===== config.mk =====
export PLATFORM = sky130hd
export DESIGN_NAME = hazard_ctrl
export DESIGN_NICKNAME = d
export VERILOG_FILES = /design/src/rtl/hazard_ctrl.sv
export SDC_FILE = /design/constraint.sdc
export NUM_CORES = 1
export LEC_CHECK = 0
export ABC_AREA = 0
export CAP_MARGIN = 20
export CORE_AREA = 2 2 95 97
export DETAILED_ROUTE_END_ITERATION = 8
export DIE_AREA = 0 0 97 99
export GPL_ROUTABILITY_DRIVEN = 0
export PLACE_DENSITY = 0.77
export SLEW_MARGIN = 20
export SYNTH_ARGS = -nofsm -noshare
export SYNTH_HDL_FRONTEND = slang
export SYNTH_SLANG_ARGS = --single-unit

===== constraint.sdc =====
create_clock -name clk -period 3.87 [get_ports clk]
set_input_delay 0.387 -clock clk [delete_from_list [all_inputs] [get_ports clk]]
set_output_delay 0.387 -clock clk [all_outputs]
set_load 0.01 [all_outputs]

===== src/rtl/hazard_ctrl.sv =====
// hazard_ctrl: operand forwarding, load-use / MDU stall detection and
// F/D/E stall/flush generation for the pipelined RISC-V core. Also tracks
// one outstanding multi-cycle MDU operation (latency counter plus pending
// destination register).
//
// Optional build macro HAZARD_PERF_EN adds three saturating 32-bit
// performance counters (stall cycles, taken-branch cycles, MDU issues).
//
// Handshake note: this block has no valid/ready interfaces. MduStartE is a
// one-cycle issue strobe. The decode stage must not present an MDU op to E
// while StallD is high, so a second issue cannot overlap a busy MDU.
module hazard_ctrl #(
    parameter int DATA_WIDTH  = 32,
    parameter int ADDR_WIDTH  = 5,
    parameter int NUM_SRC     = 2,
    parameter int MDU_LATENCY = 4
) (
    input  logic                          clk,
    input  logic                          rst,
    input  logic [NUM_SRC*ADDR_WIDTH-1:0] RsD,
    input  logic                          MduOpD,
    input  logic [NUM_SRC*ADDR_WIDTH-1:0] RsE,
    input  logic [ADDR_WIDTH-1:0]         RdE,
    input  logic                          LoadE,
    input  logic                          MduStartE,
    input  logic                          PCSrcE,
    input  logic [ADDR_WIDTH-1:0]         RdM,
    input  logic                          RegWriteM,
    input  logic [ADDR_WIDTH-1:0]         RdW,
    input  logic                          RegWriteW,
    input  logic [NUM_SRC*DATA_WIDTH-1:0] rdE,
    input  logic [DATA_WIDTH-1:0]         ALUResultM,
    input  logic [DATA_WIDTH-1:0]         ResultW,
    output logic [NUM_SRC*DATA_WIDTH-1:0] SrcE,
    output logic [NUM_SRC*2-1:0]          ForwardE,
    output logic                          StallF,
    output logic                          StallD,
    output logic                          FlushD,
    output logic                          FlushE,
    output logic                          MduBusy
`ifdef HAZARD_PERF_EN
    ,
    output logic [31:0]                   PerfStallCnt,
    output logic [31:0]                   PerfFlushCnt,
    output logic [31:0]                   PerfMduCnt
`endif
);

    localparam int CNT_W = $clog2(MDU_LATENCY + 1);
    localparam logic [CNT_W-1:0] LAT = CNT_W'(MDU_LATENCY);

    // MDU tracking state
    logic [CNT_W-1:0]      cnt_q, cnt_d;
    logic [ADDR_WIDTH-1:0] pend_rd_q, pend_rd_d;
    logic                  busy_q, busy_d;

    // Per-source hazard match bits
    logic [NUM_SRC-1:0] ld_hit;
    logic [NUM_SRC-1:0] pend_hit;
    logic               lw_stall;
    logic               mdu_stall;
    logic               stall;

    for (genvar i = 0; i < NUM_SRC; i++) begin : g_src
        logic [ADDR_WIDTH-1:0] rs_e;
        logic [ADDR_WIDTH-1:0] rs_d;
        logic [1:0]            fwd;

        assign rs_e = RsE[i*ADDR_WIDTH +: ADDR_WIDTH];
        assign rs_d = RsD[i*ADDR_WIDTH +: ADDR_WIDTH];

        // Forward select: MEM beats WB, and x0 is never forwarded
        always_comb begin
            fwd = 2'b00;
            if (RegWriteM && (RdM != '0) && (RdM == rs_e)) begin
                fwd = 2'b10;
            end else if (RegWriteW && (RdW != '0) && (RdW == rs_e)) begin
                fwd = 2'b01;
            end
        end

        assign ForwardE[2*i +: 2] = fwd;
        assign SrcE[i*DATA_WIDTH +: DATA_WIDTH] =
            (fwd == 2'b10) ? ALUResultM :
            (fwd == 2'b01) ? ResultW :
                             rdE[i*DATA_WIDTH +: DATA_WIDTH];

        assign ld_hit[i]   = (rs_d == RdE);
        assign pend_hit[i] = (rs_d == pend_rd_q);
    end

    // Stall and flush generation; flush priority for D/E is left to the pipeline
    always_comb begin
        lw_stall  = LoadE && (RdE != '0) && (|ld_hit);
        mdu_stall = busy_q && (((pend_rd_q != '0) && (|pend_hit)) || MduOpD);
        stall     = lw_stall || mdu_stall;
        StallF    = stall;
        StallD    = stall;
        FlushD    = PCSrcE;
        FlushE    = stall || PCSrcE;
    end

    // MDU latency counter: an issue (re)loads, otherwise count down to idle
    always_comb begin
        cnt_d     = cnt_q;
        pend_rd_d = pend_rd_q;
        if (MduStartE) begin
            cnt_d     = LAT;
            pend_rd_d = RdE;
        end else if (cnt_q != '0) begin
            cnt_d = cnt_q - CNT_W'(1);
        end
        busy_d = (cnt_d != '0);
    end

    // MDU state registers
    always_ff @(posedge clk) begin
        if (rst) begin
            cnt_q     <= '0;
            pend_rd_q <= '0;
            busy_q    <= 1'b0;
        end else begin
            cnt_q     <= cnt_d;
            pend_rd_q <= pend_rd_d;
            busy_q    <= busy_d;
        end
    end

    assign MduBusy = busy_q;

`ifdef HAZARD_PERF_EN
    logic [31:0] stall_cnt_q, stall_cnt_d;
    logic [31:0] flush_cnt_q, flush_cnt_d;
    logic [31:0] mdu_cnt_q, mdu_cnt_d;

    // Saturating event counters
    always_comb begin
        stall_cnt_d = stall_cnt_q;
        flush_cnt_d = flush_cnt_q;
        mdu_cnt_d   = mdu_cnt_q;
        if (stall && (stall_cnt_q != 32'hFFFF_FFFF)) begin
            stall_cnt_d = stall_cnt_q + 32'd1;
        end
        if (PCSrcE && (flush_cnt_q != 32'hFFFF_FFFF)) begin
            flush_cnt_d = flush_cnt_q + 32'd1;
        end
        if (MduStartE && (mdu_cnt_q != 32'hFFFF_FFFF)) begin
            mdu_cnt_d = mdu_cnt_q + 32'd1;
        end
    end

    // Counter registers
    always_ff @(posedge clk) begin
        if (rst) begin
            stall_cnt_q <= '0;
            flush_cnt_q <= '0;
            mdu_cnt_q   <= '0;
        end else begin
            stall_cnt_q <= stall_cnt_d;
            flush_cnt_q <= flush_cnt_d;
            mdu_cnt_q   <= mdu_cnt_d;
        end
    end

    assign PerfStallCnt = stall_cnt_q;
    assign PerfFlushCnt = flush_cnt_q;
    assign PerfMduCnt   = mdu_cnt_q;
`endif

endmodule


==> flow_metrics.tcl, run 1 <==
set metrics [dict create \
    status "complete, no violations" \
    final_common_cell "clkdlybuf4s50_1" \
    drc 0 \
    final_net_count 724 \
    synth_seq_cells 9 \
    dp_hpwl_microns 9481 \
    place_ws_ns 0.4208 \
    coreArea_sq_um 8551 \
    syn_nets 494 \
    path_clk_slew_ns 0.04 \
    rsz0062_at_grt "false" \
    path_max_fanout 26 \
    die_x_microns 97 \
    cts_hold_buffers 0 \
    pwr-share-clk 0.152 \
    cts_tree "yes" \
    drive_above_1_share 0.02732 \
    finalCritPeriodShare 0.8925 \
    startpoint_type "input port" \
    grt_pass1_vias 3355 \
    grt_usage 0.2192 \
    rrSetupSlack_ns 2.38 \
    cts_buffer_depth 2 \
    antenna_found_initial 2 \
    synth_warnings 0 \
    viasPerCell 4.959 \
    io_buffer_count 243 \
    diodes 0 \
    dr.pass1.iters 4 \
    clk-insertion-delay-late_ns 0.23 \
    switching_share 0.3135 \
    yosys.area.top_type "mux2i_1" \
    combPwrFrac 0.699 \
    tns_ns 0 \
    wirelength_microns 11120 \
    syn_to_final_growth_pct 109.8 \
    p_int_mw 0.4854 \
    start_util 0.2689 \
    final_hold_viol_count 0 \
    slew_viol_final 0 \
    grt-ovfl-total 0 \
    maxSlewHeadroom 0.5942 \
    post_cts_buffers 0 \
    finalClockSkew_ns 0.0003134 \
    ctsHtreeMaxLevel 1 \
    vias 3258 \
    min_period_ns 3.454 \
    hp-class "reg -> reg" \
    clockRootBuffer "clkbuf_8" \
    initialDrtViolationCount 70 \
    crit_arrival_ns 3.07 \
    crit_type "in -> out" \
    yosysUniqueCellTypes 30 \
    die_area_sq_um 9603 \
    maxCapViolCount 0 \
    final_cell_mix "243 x clkdlybuf4s50_1, 69 x mux2i_1, 65 x nand2_1, 59 x o21ai_1, 26 x xnor2_1" \
    syn_area_per_cell_sq_um 7.187 \
    setup_violations 0 \
    crit_required_ns 3.48 \
    ant_nets 0 \
    irDropWorstVdd_mv 0.08581 \
    cts_resized 0 \
    synth_area_leaders "mux2i_1 30%, o21ai_1 13%, nand2_1 11%, xnor2_1 9.9%, dfxtp_1 7.8%" \
    avgRoutedWirePerCell_microns 16.92 \
    power_switching_mw 0.2217 \
    synth.yosys.seq_area_share 0.07835 \
    num_rows 34 \
    pin_count 244 \
    endpoint_kind "output port" \
    power.density_nw_per_um2 146.6 \
    seq_power_share 0.150 \
    yosysTopAreaCellShare 0.3003 \
    synth_area_sq_um 2300 \
    cts.sinks 9 \
    worst_pin_slew_ns 0.6068 \
    setup_slack_ns 0.4158 \
    timing.fmax_mhz 289.5 \
    grt_max_degree 57 \
    grt_pass1_wl_microns 17150 \
    p_leak_nw 1.590 \
    die_y_microns 99 \
    postSynthCellCount 320 \
    numCtsBuffers 3 \
]
[worst paths after layout]
path / startpoint / endpoint / depth (start not counted)
setup reg to reg: cnt_q[0] / cnt_q[1] / 4
hold reg to reg: cnt_q[1] / cnt_q[1] / 2
setup / recovery: RdW[0] / SrcE[13] / 8
hold / removal: cnt_q[1] / cnt_q[1] / 2
[per-stage QoR]
| step | power (mW) | std cells | hold slack, ns | utilization | cell area, sq um |
|---|---|---|---|---|---|
| finish | 0.7071 | 657 | 0.5333 | 0.5642 | 4825 |
| global route | 0.7465 | 657 | 0.5941 | 0.5642 | 4825 |
| CTS | 0.7119 | 657 | 0.5396 | 0.5642 | 4825 |
| detailed placement | 0.6014 | 653 | 0.5292 | 0.5590 | 4780 |
| global placement | 0.5913 | 653 | 0.4777 | 0.5590 | 4780 |
| floorplan | 0.2723 | 320 | 0.4705 | - | 2300 |
[power by group through the flow]
stage / registers [mW] / clock network [mW] / logic [mW]
after floorplan: 0.107 / 0 / 0.166
after global placement: 0.107 / 0 / 0.484
after detailed placement: 0.107 / 0 / 0.494
after CTS: 0.106 / 0.109 / 0.497
after global routing: 0.107 / 0.112 / 0.528
final: 0.106 / 0.107 / 0.494
[synth_stat cells]
library cell and number:
a2111oi_0 1, a21o_1 1, a21oi_1 1, and3_1 1, buf_2 2, buf_4 8, buf_6 8, clkbuf_1 6
dfxtp_1 9, ha_1 3, inv_1 4, mux2i_1 69, nand2_1 65, nand3_1 6, nand3b_1 1, nand4_1 2
nor2_1 8, nor2b_1 3, nor3_1 3, nor3_4 2, nor4_1 4, o21ai_0 6, o21ai_1 59, o21ai_4 1
o221ai_1 1, o31ai_1 1, or4_1 3, or4_4 1, xnor2_1 26, xor2_1 15
[state kept, by name, summed over array words and instances (netlist names)]
| name | cells |
|---|---|
| MduBusy | 1 |
| cnt_q | 3 |
| pend_rd_q | 5 |
[kinds of logic after synthesis]
family          count (synthesis)  share of synthesized area
xor+xnor                       41                     0.1562
compound gates                 71                     0.1649
buf+inv                        28                    0.08596
flops                           9                    0.07834
fa+ha+maj                       3                    0.01632
mux                            69                     0.3003
simple gates                   99                     0.1980
[metal layers]
| metal | track usage | vias up | share of wire |
|---|---|---|---|
| met5 | 0 | - | 0 |
| met2 | 0.4279 | 176 | 0.53 |
| met1 | 0.2302 | 1487 | 0.36 |
| met3 | 0.05177 | 20 | 0.089 |
| met4 | 0.07042 | 0 | 0.028 |
| li1 | - | 1575 | - |
[worst max-delay path: stages]
cell and delay, ns:
clkdlybuf4s50_1 0.52, xnor2_1 0.25, nand4_1 0.19, nor3_4 0.51, buf_12 0.30, mux2i_1 0.12, o21ai_1 0.19, clkdlybuf4s50_1 0.58
[final cells by class]
type / instances / area [sq um]
fillers: 764 / 3726
inverters: 4 / 15.01
clock buffers: 4 / 45.04
well taps: 108 / 135.1
multi-input cells: 283 / 1934
flip-flops and latches: 9 / 180.2
repair buffers: 249 / 2515
Power figures use the tool's default switching activity.
==> inputs of run 2 (changes only) <==
- PLACE_DENSITY: 0.77 -> 0.83
==> run 2 against run 1 <==
  * Critical path type unchanged
  * Sequential cell count unchanged
  * Maximum frequency rose by 0.76%
  * First-iteration DRC count rose by 2.9%
  * Via count fell by 0.61%
  * Setup slack improved by 0.026 ns
  * Die area did not move
  * Register-to-register slack improved by 0.07 ns
  * Cell area about the same
  * Core utilization about the same
  * Critical path depth is the same
  * Wire length fell by 0.29%
  * Power barely moved
==> flow_metrics.tcl, run 2 (synthesis gave the netlist of run 1 again) <==
set metrics [dict create \
    final_area_sq_um 4827 \
    initialDrtViolationCount 72 \
    avgRoutedWirePerCell_microns 16.84 \
    crit_required_ns 3.48 \
    start_util 0.2689 \
    holdPathStages 2 \
    final_hold_viol_count 0 \
    irDropWorstVdd_mv 0.1276 \
    endpoint_kind "output port" \
    dp_hpwl_microns 9301 \
    grt_pass1_wl_microns 17110 \
    hp-class "reg -> reg" \
    p_leak_nw 1.590 \
    finalCritPeriodShare 0.8858 \
    crit_type "in -> out" \
    coreArea_sq_um 8551 \
    cts.sinks 9 \
    largest_reg_flops 5 \
    finalClockSkew_ns 0.001145 \
    drive_above_1_share 0.02732 \
    io_buffer_count 243 \
    dr.pass1.iters 4 \
    grt_usage 0.2202 \
    rsz0062_at_grt "false" \
    die_x_microns 97 \
    worst_pin_slew_ns 0.5265 \
    cts_tree "yes" \
    cts_resized 0 \
    ctsHtreeMaxLevel 1 \
    numCtsBuffers 3 \
    final_common_cell "clkdlybuf4s50_1" \
    min_period_ns 3.428 \
    pin_count 244 \
    cts_buffer_depth 2 \
    rr_worst_depth 6 \
    final_cell_mix "243 x clkdlybuf4s50_1, 69 x mux2i_1, 65 x nand2_1, 59 x o21ai_1, 26 x xnor2_1" \
    final_net_count 724 \
    crit_arrival_ns 3.04 \
    path_max_fanout 29 \
    die_y_microns 99 \
    path_clk_slew_ns 0.04 \
    dpl_cell_area_sq_um 4780 \
    slew_viol_final 0 \
    post_cts_buffers 0 \
    ant_nets 0 \
    grt-ovfl-total 0 \
    clk-insertion-delay-late_ns 0.24 \
    antenna_found_initial 1 \
    maxCapViolCount 0 \
    clockRootBuffer "clkbuf_8" \
    timing.fmax_mhz 291.7 \
    syn_to_final_growth_pct 109.9 \
    power.density_nw_per_um2 146.6 \
    status "complete, no violations" \
    tns_ns 0 \
    grt_max_degree 59 \
    die_area_sq_um 9603 \
    vias 3238 \
    wirelength_microns 11080 \
    drc 0 \
    num_rows 34 \
    setup_violations 0 \
    maxSlewHeadroom 0.6490 \
    startpoint_type "input port" \
    viasPerCell 4.921 \
    largest_register "pend_rd_q" \
    cts_hold_buffers 0 \
    grt_pass1_vias 3331 \
]
-- run 2: critical path: stages --
cell	delay, ns
clkdlybuf4s50_1	0.58
xnor2_1	0.15
nand4_1	0.16
nor3_4	0.29
buf_4	0.51
mux2i_1	0.15
o21ai_0	0.21
clkdlybuf4s50_1	0.57
-- run 2: path summary, 6_finish.rpt --
kind	startpoint	to	slack [ns]
hold / removal	cnt_q[1]	cnt_q[1]	0.53
setup reg to reg	cnt_q[0]	MduBusy	2.45
hold reg to reg	cnt_q[1]	cnt_q[1]	0.53
setup / recovery	RdW[0]	SrcE[0]	0.44
-- run 2: metal layers --
layer / share of wire / GRT usage
met2: 0.51 / 0.4033
met5: 0 / 0
met4: 0.051 / 0.1268
met3: 0.069 / 0.04468
met1: 0.37 / 0.2347
-- run 2: power breakdown --
| group | switching, mW | total [mW] | internal [mW] |
|---|---|---|---|
| clock network | 0.0394 | 0.111 | 0.0719 |
| logic | 0.177 | 0.491 | 0.314 |
| registers | 0.00603 | 0.106 | 0.0997 |
| total | 0.222 | 0.708 | 0.485 |
-- run 2: cell type report --
| class | count | area [sq um] |
|---|---|---|
| Sequential cell | 9 | 180.2 |
| Timing Repair Buffer | 249 | 2515 |
| Antenna cell | 1 | 2.502 |
| Clock buffer | 4 | 45.04 |
| Multi-Input combinational cell | 283 | 1934 |
| Inverter | 4 | 15.01 |
| Fill cell | 802 | 3724 |
| Tap cell | 108 | 135.1 |
-- run 2: stage by stage --
stage	utilization	instances	setup slack, ns	power [mW]	hold WS (ns)
floorplan	-	320	1.801	0.2723	0.4705
global placement	0.5590	653	0.5286	0.5870	0.4831
detailed placement	0.5590	653	0.4361	0.5973	0.5337
CTS	0.5642	657	0.4353	0.7124	0.5409
global route	0.5645	658	0.3005	0.7512	0.5684
finish	0.5645	658	0.4419	0.7077	0.5290
